**config.mk**
```make
export PLATFORM = sky130hd
export DESIGN_NAME = dmem_arbiter
export DESIGN_NICKNAME = d
export VERILOG_FILES = /design/src/rtl/dmem_arbiter.sv
export SDC_FILE = /design/constraint.sdc
export NUM_CORES = 1
export LEC_CHECK = 0
export CELL_PAD_IN_SITES_DETAIL_PLACEMENT = 1
export CELL_PAD_IN_SITES_GLOBAL_PLACEMENT = 2
export CORE_MARGIN = 2
export CORE_UTILIZATION = 10
export DETAILED_ROUTE_END_ITERATION = 12
export GPL_ROUTABILITY_DRIVEN = 0
export MAX_ROUTING_LAYER = met4
export PLACE_DENSITY = 0.91
export SYNTH_ARGS = -nofsm -noshare
export SYNTH_HDL_FRONTEND = slang
export SYNTH_SLANG_ARGS = --single-unit
```
**constraint.sdc**
```tcl
create_clock -name clk -period 3.82 [get_ports clk]
set_input_delay 0.955 -clock clk [delete_from_list [all_inputs] [get_ports clk]]
set_output_delay 0.955 -clock clk [all_outputs]
set_load 0.01 [all_outputs]
```
**src/rtl/dmem_arbiter.sv**
```systemverilog
// -----------------------------------------------------------------------------
// dmem_arbiter
//   Shares one SRAM-like memory port between the instruction fetch requester
//   and the load/store (data) requester. At most one transaction is in flight.
//   Data normally has priority. A starvation counter lets a waiting fetch win
//   after four data grants have passed it.
//
// Ports
//   clk, reset         : clock and synchronous active-high reset
//   inst_*             : fetch request (read only) and its handshakes/response
//   data_*             : load/store request and its handshakes/response
//   mem_* (out)        : request fields driven onto the shared port
//   mem_addr_ok/
//   mem_data_ok/
//   mem_rdata (in)     : shared port responses
// -----------------------------------------------------------------------------
module dmem_arbiter (
  input  logic        clk,
  input  logic        reset,

  input  logic        inst_req,
  input  logic [31:0] inst_addr,
  output logic        inst_addr_ok,
  output logic        inst_data_ok,
  output logic [31:0] inst_rdata,

  input  logic        data_req,
  input  logic        data_wr,
  input  logic [1:0]  data_size,
  input  logic [3:0]  data_wstrb,
  input  logic [31:0] data_addr,
  input  logic [31:0] data_wdata,
  output logic        data_addr_ok,
  output logic        data_data_ok,
  output logic [31:0] data_rdata,

  output logic        mem_req,
  output logic        mem_wr,
  output logic [1:0]  mem_size,
  output logic [3:0]  mem_wstrb,
  output logic [31:0] mem_addr,
  output logic [31:0] mem_wdata,
  input  logic        mem_addr_ok,
  input  logic        mem_data_ok,
  input  logic [31:0] mem_rdata
);

  localparam logic [0:0] ST_IDLE = 1'b0;
  localparam logic [0:0] ST_WAIT = 1'b1;

  localparam logic OWN_DATA = 1'b0;
  localparam logic OWN_INST = 1'b1;

  localparam logic [2:0] STARVE_MAX = 3'd4;

  logic [0:0] state_q, state_d;
  logic       owner_q, owner_d;
  logic [2:0] starve_q, starve_d;

  logic in_idle;
  logic grant_inst;
  logic handshake;
  logic resp;

  // Arbitration and handshakes. Everything here is combinational so a grant
  // and its addr_ok land in the same cycle as the port accepts the request.
  always_comb begin
    in_idle    = (state_q == ST_IDLE);
    // Fetch wins when it is alone, or when it has been passed over four times.
    grant_inst = inst_req & (~data_req | (starve_q == STARVE_MAX));
    // The synchronous reset only takes effect at the next edge, so it also
    // masks the request and response strobes while it is held.
    mem_req    = ~reset & in_idle & (inst_req | data_req);
    handshake  = mem_req & mem_addr_ok;
    // A response only counts while a transaction is outstanding; a stray
    // mem_data_ok in IDLE falls through here without effect.
    resp       = ~reset & ~in_idle & mem_data_ok;

    inst_addr_ok = handshake & grant_inst;
    data_addr_ok = handshake & ~grant_inst;
    inst_data_ok = resp & (owner_q == OWN_INST);
    data_data_ok = resp & (owner_q == OWN_DATA);

    inst_rdata = mem_rdata;
    data_rdata = mem_rdata;
  end

  // Request field mux from the granted requester. A fetch is always a
  // word-sized read with no byte enables.
  always_comb begin
    if (grant_inst) begin
      mem_wr    = 1'b0;
      mem_size  = 2'd2;
      mem_wstrb = 4'h0;
      mem_addr  = inst_addr;
      mem_wdata = 32'h0;
    end else begin
      mem_wr    = data_wr;
      mem_size  = data_size;
      mem_wstrb = data_wstrb;
      mem_addr  = data_addr;
      mem_wdata = data_wdata;
    end
  end

  // Next-state logic.
  // NOTE: every *_d gets its hold value first so no path leaves it unassigned;
  // otherwise synthesis would infer a latch.
  always_comb begin
    state_d  = state_q;
    owner_d  = owner_q;
    starve_d = starve_q;

    if (handshake) begin
      state_d = ST_WAIT;
      owner_d = grant_inst ? OWN_INST : OWN_DATA;
      if (grant_inst) begin
        starve_d = 3'd0;
      end else if (inst_req && (starve_q < STARVE_MAX)) begin
        starve_d = starve_q + 3'd1;
      end
    end

    if (resp) begin
      state_d = ST_IDLE;
    end
  end

  // NOTE: state registers use non-blocking assignments so every flop samples
  // the pre-edge values, independent of statement order.
  always_ff @(posedge clk) begin
    if (reset) begin
      state_q  <= ST_IDLE;
      owner_q  <= OWN_DATA;
      starve_q <= 3'd0;
    end else begin
      state_q  <= state_d;
      owner_q  <= owner_d;
      starve_q <= starve_d;
    end
  end

endmodule

```
== Word-level counts from Yosys, hierarchy flattened ==
Index checks and enable logic that the tools add are counted.

* $lt $le $gt $ge: 1
* $add $sub $neg: 1
* Reduce and logical (&&, ||, !) cells: 4
* Eq/ne operators: 1
* Bitwise operators: 17
* Multiplexer cells: 8

{| class="wikitable"
|+ Operators by type and width
! cell !! count
|-
| 2-to-1 mux 32 bit || 2
|-
| bitwise AND 1 bit || 10
|-
| 2-to-1 mux 3 bit || 2
|-
| inverter 1 bit || 5
|-
| 2-to-1 mux 4 bit || 1
|-
| adder 3 x 1 -> 3 bit, second input constant || 1
|-
| == test 3 bit, second input constant || 1
|-
| < comparator 3 bit, second input constant || 1
|-
| 2-to-1 mux 1 bit || 2
|-
| 2-to-1 mux 2 bit || 1
|-
| bitwise OR 1 bit || 2
|-
| AND reduction 2 bit || 1
|-
| nonzero test 2 bit || 1
|-
| OR reduction 2 bit || 1
|-
| logical AND 1 bit || 1
|}

* Flip-flop bits (word level): 5
* Output and inout port bits: 140
* Logic and storage cells: 35
* Input port bits: 141

== Depth between registers and ports, before layout ==
* Word-level depth: 5
* Gate-level depth with buffers: 7
* Depth with buffers taken out: 5

== Worst setup path after synthesis ==
Ideal clock, no wire load.

* Path type: input port to output port
* Start point: in reset
* End point: out data_addr_ok
* Stages on the path: 3
* Setup slack: 1.006 ns
* Buffers on the path: 1
* Arrival time: 1.859 ns
* Path through: buf_2 > or4b_4 > and2b_1

* Longest elaborated chain between the ends: 5

{| class="wikitable"
|+ Ends and longest elaborated chain
! item !! line !! source
|-
| start: declaration || 19 || <nowiki>input logic reset,</nowiki>
|-
| inverter 1 bit || 73 || <nowiki>mem_req = ~reset & in_idle & (inst_req | data_req);</nowiki>
|-
| bitwise AND 1 bit (2 in a row) || 73 ||
|-
| bitwise AND 1 bit || 74 || <nowiki>handshake = mem_req & mem_addr_ok;</nowiki>
|-
| bitwise AND 1 bit || 80 || <nowiki>data_addr_ok = handshake & ~grant_inst;</nowiki>
|-
| end: declaration || 33 || <nowiki>output logic data_addr_ok,</nowiki>
|}

Every way passes these cells.

== Worst setup path after layout ==
* Start point: in data_req
* End point: out mem_addr[31]

* Longest elaborated chain between the ends: 4

{| class="wikitable"
|+ Ends and longest elaborated chain
! item !! line !! source
|-
| start: declaration || 27 || <nowiki>input logic data_req,</nowiki>
|-
| inverter 1 bit || 70 || <nowiki>grant_inst = inst_req & (~data_req | (starve_q == STARVE_MAX));</nowiki>
|-
| bitwise OR 1 bit || 70 ||
|-
| bitwise AND 1 bit || 70 ||
|-
| 2-to-1 mux 32 bit || 91 || <nowiki>if (grant_inst) begin</nowiki>
|-
| end: declaration || 41 || <nowiki>output logic [31:0] mem_addr,</nowiki>
|}

Every way passes these cells.

==> metrics.cfg <==
[timing]
final.setup.tns_ns=0
rsz0062_at_grt=yes
finalMaxSlewViolations=0
relSlewSlack_pct=76.7
timing.final.crit_share_pct=99.1
layout_setup_ws_ns=0.0329
tightest_slew_ns=0.345
fmax_mhz=264
hold_violations=0
skew_ns=0.00450
min_period_ns=3.79
setup_violations=0

[detailed_routing]
ant_nets=0
routed_wl_mm=7.65
viasPerCell=3.21
num_vias=1674
post_drt_wl_per_cell_um=14.6
drt_iter0_drc=29
route.detailed.drc=0
drt-pass1-iter-count=2

[grt]
grt_pass1_wl_mm=9.43
antenna_found_initial=0
grt_overflow=0
grt_use_total_pct=7.50
grt_pass1_vias=1604
grt_start_max_net_pins=18

[synth]
synth_xor_area_share_pct=0
synth_seq_area_share_pct=6.24
synthDistinctLibCells=27
syn_inst=176
synth_nets=319
synth_fa_ha_area_share_pct=1.56
synthesis.area_mm2=0.00160
synth_top_family_by_area=buffers and inverters
synthSimpleGateAreaFrac_pct=22.6
synth_top_area_share_pct=30.0
yosys_warnings=0
synth_mux_area_share_pct=29.5
synth.area.top_cells=buf_4 (30%), mux2_4 (28%), and2_1 (15%)
ys_ff_latch=5
yosys.area.top_type=buf_4
synth_area_per_cell_um2=9.11
synth-compound-area-share_pct=3.20

[setup_path]
crit_fanout=10
crit_required_ns=2.86
path_buf_inv=3
crit_arrival_ns=2.83
cpLargestDelayFamily=buffers and inverters
cpPeakStageDelay_ns=0.48
crit_path_cell_trace=clkdlybuf4s50_1, a21boi_2, nand2b_4, buf_8, mux2_2, clkdlybuf4s50_1
worstSetupPathType=in -> out
crit_start=data_req
cpMostUsedCell=clkdlybuf4s50_1
reg2reg_from=starve_q[0]
slowest_stage=clkdlybuf4s50_1
cp-end-kind=output pin
cp-start-kind=input port

[finish]
fin_util_pct=21.9
final_common_cell=clkdlybuf4s50_1
multi_input_area_um2=912
seqCellArea_um2=100
antennaDiodeCount=0
nNetsFinal=450
fillers=1864
final_cell_mix=clkdlybuf4s50_1 (142), and2_1 (38), dlymetal6s2s_1 (31)
fin_cells=522
drive_gt1_share_pct=17.6
synthToLayoutAreaGrowth_pct=115

[power]
p_clk_share_pct=29.5
combPwrFrac_pct=61.0
p_total_uw=592
p_leak_uw=0.00167
peakVddDrop_uv=156
pwr-share-seq_pct=9.5
p_sw_uw=152
powerDensity_mw_per_mm2=172
internal_power_uw=440
p_sw_share_pct=25.7

[outcome]
status=completed

[clocking]
cts_tree=built
cts_max_path_buffers=2
cts_sinks=5
path_clk_slew_ns=0.04
cts_made_buffers=3
clkLatencyLatePin_ns=0.23
htree_levels=1
postCtsHoldBufs=0
cts-root-buf=clkbuf_16

[floorplanning]
num_io_pins=281
die-area_mm2=0.0171
rows=46
initial_core_util_pct=10.2
die_w_um=131
core-area_mm2=0.0158
die-height_um=131

[min_path]
min_from=owner_q
hp-class=reg -> reg

[placed_design]
placedCellCount=514
port_buffers=184
place_ws_ns=-0.0981
dp_hpwl_mm=6.42

[job]
drv_cap=0

-- area by class of cell --
cell class              instances  share of cell area, %
multi-input cells              94                   26.4
repair buffers                199                   60.1
well taps                     216                   7.83
inverters                       4                  0.435
clock buffers                   4                   2.28
flip-flops and latches          5                   2.90
-- synthesized netlist by cell type (all sizes together) --
cell type,number
nand4b,2
nand4bb,1
buf,70
and2,38
clkbuf,3
o31ai,2
and2b,1
nor4bb,1
or4b,1
a31o,1
ha,2
nor3,2
and4bb,1
a21boi,1
a31oi,1
inv,4
and4,1
dfxtp,5
mux2,32
nor2,2
nand2b,3
a21oi,2
-- worst register-to-register path: cells and delay by family, from the launching register on --
family | cells | cell delay, ns
DFF | 1 | 0.33
AOI/OAI and AO/OA | 2 | 0.33
buffers and inverters | 2 | 0.22
and+or+nand+nor | 1 | 0.09
adders and majority gates | 1 | 0.22
-- state kept, by name (all words and copies together) (netlist names) --
name / count
state_q: 1
owner_q: 1
starve_q: 3
-- power groups by stage --
stage	clock [uW]	sequential [uW]	combinational [uW]
after global routing	180	56.5	383
after global placement	0	56.6	362
after detailed placement	0	56.9	366
final	175	56.1	361
after CTS	179	56.1	368
after floorplan	0	56.3	196
-- routing by layer --
layer	vias to the layer above	share of wire, %	global-route usage [%]	wire, um
li1	775	-	-	-
met1	777	35	8.18	2680
met2	112	51	13.3	3930
met3	10	12	2.32	904
met4	0	1.7	1.94	131
met5	-	0	-	0
-- path summary, 6_finish.rpt --
kind / to / slack [ns] / cells past startpoint
setup / recovery: mem_addr[31] / 0.03 / 6
hold / removal: owner_q / 0.51 / 1
setup reg to reg: owner_q / 2.52 / 6
hold reg to reg: owner_q / 0.51 / 1
-- metrics by stage --
step	cell area, um^2	hold WS (ns)
6_report	3450	0.508
5_1_grt	3450	0.555
4_1_cts	3340	0.514
3_5_place_dp	3230	0.502
3_3_place_gp	3230	0.479
2_1_floorplan	1600	0.464
-- cells by family (layout without fill, tap and decap cells) --
group	Yosys count	count (layout)
compound gates	7	7
fa+ha+maj	2	2
buf+inv	77	207
flops	5	5
mux	32	32
simple gates	53	53
-- timing repair --
| item | CTS | global route |
|---|---|---|
| hold endpoints to repair | 0 | 0 |
| pin swaps | 0 | 0 |
| setup endpoints to repair | 45 | 36 |
| gates cloned | 1 | 0 |
| gates resized for setup | 11 | 35 |
| buffers inserted | 1 | 2 |
No activity file was read; power rests on OpenSTA's default activity.
